`src/rtl/steer_pkg.sv`:
```
// Shared types and default thresholds for the steering-enable controller.
package steer_pkg;

    typedef enum logic [1:0] {
        IDLE  = 2'd0,
        WAIT  = 2'd1,
        STEER = 2'd2
    } state_t;

    localparam int unsigned DEF_LOAD_W           = 12;
    localparam int unsigned DEF_MIN_RIDER_WEIGHT = 32'h200;
    localparam int unsigned DEF_HYSTERESIS       = 32'h020;
    localparam int unsigned DEF_SETTLE_CYCLES    = 32'd67108864;
    localparam int unsigned DEF_OFF_SAMPLES      = 4;

    // Terminal count of the settle timer; FAST_SIM shrinks it by 2048 (never below 1).
    function automatic int unsigned term_count(input int unsigned settle, input int unsigned fast);
        if (fast == 0) return settle;
        if ((settle / 2048) == 0) return 1;
        return settle / 2048;
    endfunction

endpackage

```
`src/rtl/steer_en_ctrl_settle_timer.sv`:
```
// Saturating settle timer: full goes high after TERM enabled cycles since the last clear.
module settle_timer
    import steer_pkg::*;
#(
    parameter int unsigned TERM = 32
) (
    input  logic clk,
    input  logic rst_n,
    input  logic clr,
    input  logic en,
    output logic full
);

    localparam int unsigned CW = (TERM > 1) ? $clog2(TERM) : 1;

    logic [CW-1:0] cnt;

    // Counter stops at TERM-1; the step that would reach TERM sets the sticky full flag instead.
    always_ff @(posedge clk or negedge rst_n) begin
        if (!rst_n) begin
            cnt  <= '0;
            full <= 1'b0;
        end else if (clr) begin
            cnt  <= '0;
            full <= 1'b0;
        end else if (en && !full) begin
            if (cnt == CW'(TERM - 1)) full <= 1'b1;
            else                      cnt  <= cnt + CW'(1);
        end
    end

endmodule

```
`src/rtl/steer_en_ctrl.sv`:
```
// Steering-enable controller: load-cell weight/balance checks, settle timer, rider-off pulse.
// Optional rider-off debounce is compiled in with `define STEER_OFF_DEBOUNCE_EN.
module steer_en_ctrl
    import steer_pkg::*;
#(
    parameter int unsigned LOAD_W           = DEF_LOAD_W,
    parameter int unsigned MIN_RIDER_WEIGHT = DEF_MIN_RIDER_WEIGHT,
    parameter int unsigned HYSTERESIS       = DEF_HYSTERESIS,
    parameter int unsigned SETTLE_CYCLES    = DEF_SETTLE_CYCLES,
    parameter int unsigned FAST_SIM         = 0,
    parameter int unsigned OFF_SAMPLES      = DEF_OFF_SAMPLES
) (
    input  logic              clk,
    input  logic              rst_n,
    input  logic              vld,
    input  logic [LOAD_W-1:0] lft_load,
    input  logic [LOAD_W-1:0] rght_load,
    output logic              en_steer,
    output logic              rider_off,
    output state_t            state
);

    localparam int unsigned SW     = LOAD_W + 1;
    localparam int unsigned XW     = LOAD_W + 5;
    localparam int unsigned HI_THR = MIN_RIDER_WEIGHT + HYSTERESIS;
    localparam int unsigned LO_THR = (MIN_RIDER_WEIGHT > HYSTERESIS) ? (MIN_RIDER_WEIGHT - HYSTERESIS) : 0;
    localparam int unsigned TERM   = term_count(SETTLE_CYCLES, FAST_SIM);

    logic [SW-1:0]     sum_c;
    logic [SW-1:0]     diff_c;
    logic [LOAD_W-1:0] absdiff_c;
    logic [XW-1:0]     sum_15_16_c;
    logic              sum_gt_min_c;
    logic              sum_lt_min_c;
    logic              diff_gt_1_4_c;
    logic              diff_gt_15_16_c;
    logic              off_det_c;
    logic              tmr_clr_c;
    logic              tmr_en_c;
    logic              tmr_full;

    // Weight and balance comparators on the current sample.
    always_comb begin
        sum_c           = SW'(lft_load) + SW'(rght_load);
        diff_c          = SW'(lft_load) - SW'(rght_load);
        absdiff_c       = diff_c[LOAD_W] ? LOAD_W'(-diff_c) : diff_c[LOAD_W-1:0];
        sum_15_16_c     = XW'(sum_c >> 4) * XW'(15);
        sum_gt_min_c    = 32'(sum_c) > HI_THR;
        sum_lt_min_c    = 32'(sum_c) < LO_THR;
        diff_gt_1_4_c   = SW'(absdiff_c) > (sum_c >> 2);
        diff_gt_15_16_c = XW'(absdiff_c) > sum_15_16_c;
    end

`ifdef STEER_OFF_DEBOUNCE_EN
    localparam int unsigned OW = (OFF_SAMPLES > 1) ? $clog2(OFF_SAMPLES) : 1;

    logic [OW-1:0] off_cnt;

    // Rider-off fires on the sample that completes OFF_SAMPLES consecutive low readings.
    always_comb begin
        off_det_c = vld && sum_lt_min_c && (off_cnt == OW'(OFF_SAMPLES - 1));
    end

    // Consecutive low-weight sample counter, active only while a rider is on.
    always_ff @(posedge clk or negedge rst_n) begin
        if (!rst_n) begin
            off_cnt <= '0;
        end else if ((state != WAIT) && (state != STEER)) begin
            off_cnt <= '0;
        end else if (vld) begin
            if (off_det_c)         off_cnt <= '0;
            else if (sum_lt_min_c) off_cnt <= off_cnt + OW'(1);
            else                   off_cnt <= '0;
        end
    end
`else
    logic unused_off_samples;

    // A single low-weight sample is enough for rider-off.
    always_comb begin
        off_det_c          = vld && sum_lt_min_c;
        unused_off_samples = ^OFF_SAMPLES;
    end
`endif

    // Settle timer runs in WAIT; restarted in IDLE and whenever balance is lost.
    always_comb begin
        tmr_en_c  = (state == WAIT);
        tmr_clr_c = ((state != WAIT) && (state != STEER)) ||
                    (vld && !off_det_c &&
                     (((state == WAIT) && diff_gt_1_4_c) ||
                      ((state == STEER) && diff_gt_15_16_c)));
    end

    settle_timer #(
        .TERM (TERM)
    ) u_settle_timer (
        .clk   (clk),
        .rst_n (rst_n),
        .clr   (tmr_clr_c),
        .en    (tmr_en_c),
        .full  (tmr_full)
    );

    // State machine with registered en_steer and one-cycle rider_off.
    always_ff @(posedge clk or negedge rst_n) begin
        if (!rst_n) begin
            state     <= IDLE;
            en_steer  <= 1'b0;
            rider_off <= 1'b0;
        end else begin
            rider_off <= 1'b0;
            case (state)
                IDLE: begin
                    en_steer <= 1'b0;
                    if (vld && sum_gt_min_c) state <= WAIT;
                end
                WAIT: begin
                    if (off_det_c) begin
                        state     <= IDLE;
                        rider_off <= 1'b1;
                    end else if (vld && !diff_gt_1_4_c && tmr_full) begin
                        state    <= STEER;
                        en_steer <= 1'b1;
                    end
                end
                STEER: begin
                    if (off_det_c) begin
                        state     <= IDLE;
                        en_steer  <= 1'b0;
                        rider_off <= 1'b1;
                    end else if (vld && diff_gt_15_16_c) begin
                        state    <= WAIT;
                        en_steer <= 1'b0;
                    end
                end
                default: begin
                    state    <= IDLE;
                    en_steer <= 1'b0;
                end
            endcase
        end
    end

endmodule

```
`config.mk`:
```
export PLATFORM = sky130hd
export DESIGN_NAME = steer_en_ctrl
export DESIGN_NICKNAME = d
export VERILOG_FILES = /design/src/rtl/steer_pkg.sv /design/src/rtl/steer_en_ctrl_settle_timer.sv /design/src/rtl/steer_en_ctrl.sv
export SDC_FILE = /design/constraint.sdc
export NUM_CORES = 1
export LEC_CHECK = 0
export ABC_CLOCK_PERIOD_IN_PS = 6800
export BUFFER_PORTS_ARGS = -buffer_cell sky130_fd_sc_hd__buf_2
export CAP_MARGIN = 20
export CORE_MARGIN = 4
export CORE_UTILIZATION = 65
export DETAILED_ROUTE_END_ITERATION = 8
export PLACE_DENSITY = 0.95
export SLEW_MARGIN = 20
export SYNTH_ARGS = -nofsm -noshare
export SYNTH_HDL_FRONTEND = slang
export SYNTH_SLANG_ARGS = --single-unit
```
`constraint.sdc`:
```
create_clock -name clk -period 6.8 [get_ports clk]
set_input_delay 0.68 -clock clk [delete_from_list [all_inputs] [get_ports clk]]
set_output_delay 0.68 -clock clk [all_outputs]
set_load 0.02 [all_outputs]
```
==> metrics.csv <==
stage;metric;value;unit
worst_setup_path;cp-end-kind;flip-flop;
worst_setup_path;cpPeakStageDelay;0.52;ns
place;dpl.hpwl;8940;um
pwr;p_total;2.19;mW
routing;viasPerCell;6.75;
clock_tree;insertion_delay;0.29;ns
sta;fmax;146;MHz
floorplan;row_count;30;
worst_setup_path;start_kind;input pin;
worst_setup_path;cp_common_cell;ha_1;
worst_setup_path;critPathKind;input pin to flip-flop;
global_routing;track_usage;0.277;
pwr;p_switching;1.15;mW
layout;fin_util;0.746;
worst_setup_path;reg2reg_to;u_settle_timer.cnt[25];
sta;hold_ws;0.428;ns
global_routing;overflow;0;
logic_synthesis;ys_seq_area_frac;0.172;
worst_setup_path;reg2reg_depth;11;
sta;setup_viol;1;
floorplan;die_area;8330;um^2
routing;drt_iter0_drc;517;
status;outcome;finished, violations left;
sta;slew_violations;0;
layout;layout_commonest_cell;ha_1;
worst_setup_path;path_max_fanout;3;
routing;ant_nets;0;
pwr;p_int;1.04;mW
pwr;switching_share;0.524;
place;post-place-cells;655;
global_routing;grt_max_degree;32;
sta;finalHoldViolations;0;
clock_tree;cts-root-buf;clkbuf_8;
global_routing;antenna_found_initial;0;
worst_setup_path;cp.arrival;7.03;ns
place;io_buffer_count;30;
layout;drive_gt1_frac;0.141;
job;maxCapViolCount;0;
logic_synthesis;ys_ff_latch;31;
sta;fin_ws;-0.0282;ns
logic_synthesis;avgSynthCellArea;8.31;um^2
pwr;power_density;434;nW/um^2
pwr;p_leak;2.50;nW
logic_synthesis;async_flop_share;1.00;
layout;finalInstanceArea;5040;um^2
sta;slew_headroom;0.456;
routing;first_pass_iters;7;
place;placed_area;4800;um^2
sta;timing.final.crit_share;1.00;
sta;clock-skew-final;0.0104;ns
clock_tree;cts_buffers;5;
logic_synthesis;synth_area;4500;um^2
status;violations;setup timing;
place;place_congestion;0.915;
logic_synthesis;yosys_warnings;0;
worst_setup_path;crit_slowest_cell;fa_1;
floorplan;fp.dieH;91.2;um
clock_tree;cts_tree;built;
floorplan;initial_core_util;0.667;
pwr;clkPwrFrac;0.088;
clock_tree;clock_sink_count;31;
clock_tree;h-tree-depth;2;
worst_setup_path;reg2reg_from;u_settle_timer.cnt[0];
layout;syn_to_final_growth;12.0;%
min_path;hold_path.class;input pin to asynchronous set/reset pin;
worst_setup_path;required;7.01;ns
layout;layout_common_cells;73 x ha_1, 60 x nor2_1, 57 x inv_1;
floorplan;die-width;91.2;um
sta;post-route-min-period;6.83;ns
layout;final_cells;668;
global_routing;grt_pass1_vias;4337;
sta;worst_pin_slew;0.811;ns
pwr;peakVddDrop;0.586;mV
logic_synthesis;synth-main-ff-cell;dfrtp_1;
routing;drt-total-wl;12900;um
clock_tree;clkTransAtPathRegs;0.08;ns
worst_setup_path;r2r_slack;3.74;ns
layout;antenna_cells;0;
logic_synthesis;syn_nets;651;
pwr;comb_power_share;0.820;
floorplan;io_pins;31;
routing;vias;4508;
layout;final_nets;696;
clock_tree;cts_buffer_depth;2;
logic_synthesis;synth_edf_count;0;
routing;drc;0;
logic_synthesis;synth.distinct_cells;63;
global_routing;grt_pass1_wl;19300;um
pwr;power.share.sequential;0.092;
floorplan;core;6760;um^2
logic_synthesis;synthesis.instances;542;
routing;drt-wirelength-per-cell;19.2;um
synth_stat cells, drive strengths merged, types with 6 or more instances:
master / number / share of area
xor2: 28 / 0.054
a211oi: 8 / 0.014
dfrtp: 31 / 0.17
clkbuf: 7 / 0.0058
xnor2: 41 / 0.081
nor2b: 8 / 0.011
nand4: 8 / 0.011
nand3: 20 / 0.022
nand2b: 10 / 0.014
fa: 9 / 0.040
and3: 11 / 0.015
nor2: 61 / 0.051
nand2: 19 / 0.016
o21ai: 19 / 0.021
o21bai: 8 / 0.013
and4: 8 / 0.016
ha: 73 / 0.20
a21oi: 36 / 0.041
inv: 57 / 0.048
buf: 6 / 0.011
a21o: 9 / 0.015
nor3: 10 / 0.011
worst max-delay path: cells and delay by family:
kind                     cells  cell delay [ns]
AO/OA/AOI/OAI               13             2.59
adder cells (fa/ha/maj)      6             2.06
AND/OR/NAND/NOR              5             0.82
XOR/XNOR                     3             0.48
buffers and inverters        4             0.37
through the flow:
step	setup slack [ns]	TNS [ns]
CTS	0.0814	0
global placement	0.0465	0
detailed placement	-0.400	-9.21
finish	-0.0282	-0.0282
global route	-0.212	-4.31
floorplan	0.292	0
power groups by stage:
stage          Clock [mW]  Sequential, mW  Combinational [mW]
2_1_floorplan           0           0.207                1.17
3_3_place_gp            0           0.203                1.42
3_5_place_dp            0           0.204                1.54
4_1_cts             0.191           0.201                1.57
5_1_grt             0.200           0.203                1.95
6_report            0.193           0.201                1.80
how the worst max path moves through the flow:
stage,start,to,slack [ns],depth (start not counted)
finish,lft_load[0],state[1],-0.03,31
detailed placement,lft_load[0],state[1],-0.40,31
global route,lft_load[0],u_settle_timer.cnt[16],-0.21,30
CTS,lft_load[0],state[1],0.08,31
global placement,lft_load[0],state[1],0.05,28
floorplan,lft_load[0],state[0],0.29,29
metal layers:
layer  track usage  up-vias  share of wire
li1              -     1988              -
met1         0.350     2093           0.38
met2         0.476      330           0.47
met3        0.0539       97           0.10
met4        0.0867        0          0.050
met5             0        -              0
cell type report:
type | instances | area (um^2)
Timing Repair Buffer | 49 | 293
Sequential cell | 31 | 776
Clock inverter | 2 | 35.0
Tap cell | 80 | 100
Inverter | 57 | 214
Clock buffer | 6 | 82.6
Multi-Input combinational cell | 443 | 3540
Fill cell | 431 | 1710
repair_timing:
item                                    CTS  global route
setup buffers                             0             3
pin swaps                                 0             6
hold endpoints to repair                  0             0
cloned                                    0             2
hold buffers                              0             0
endpoints found under the setup margin   29            30
gates resized for setup                   3            11
state kept, by name, indices dropped and copies added (netlist names):
| register | cells |
|---|---|
| u_settle_timer.full | 1 |
| u_settle_timer.cnt | 26 |
| en_steer | 1 |
| state | 2 |
| rider_off | 1 |
cells by family after synthesis:
family,Yosys count,share of synthesized area
and+or+nand+nor,174,0.197
adders and majority gates,84,0.247
DFF,31,0.172
xor gates and xnor gates,71,0.146
muxes,4,0.00917
buffers and inverters,70,0.0639
AOI/OAI and AO/OA,108,0.164
(Power assumes the default switching activity.)
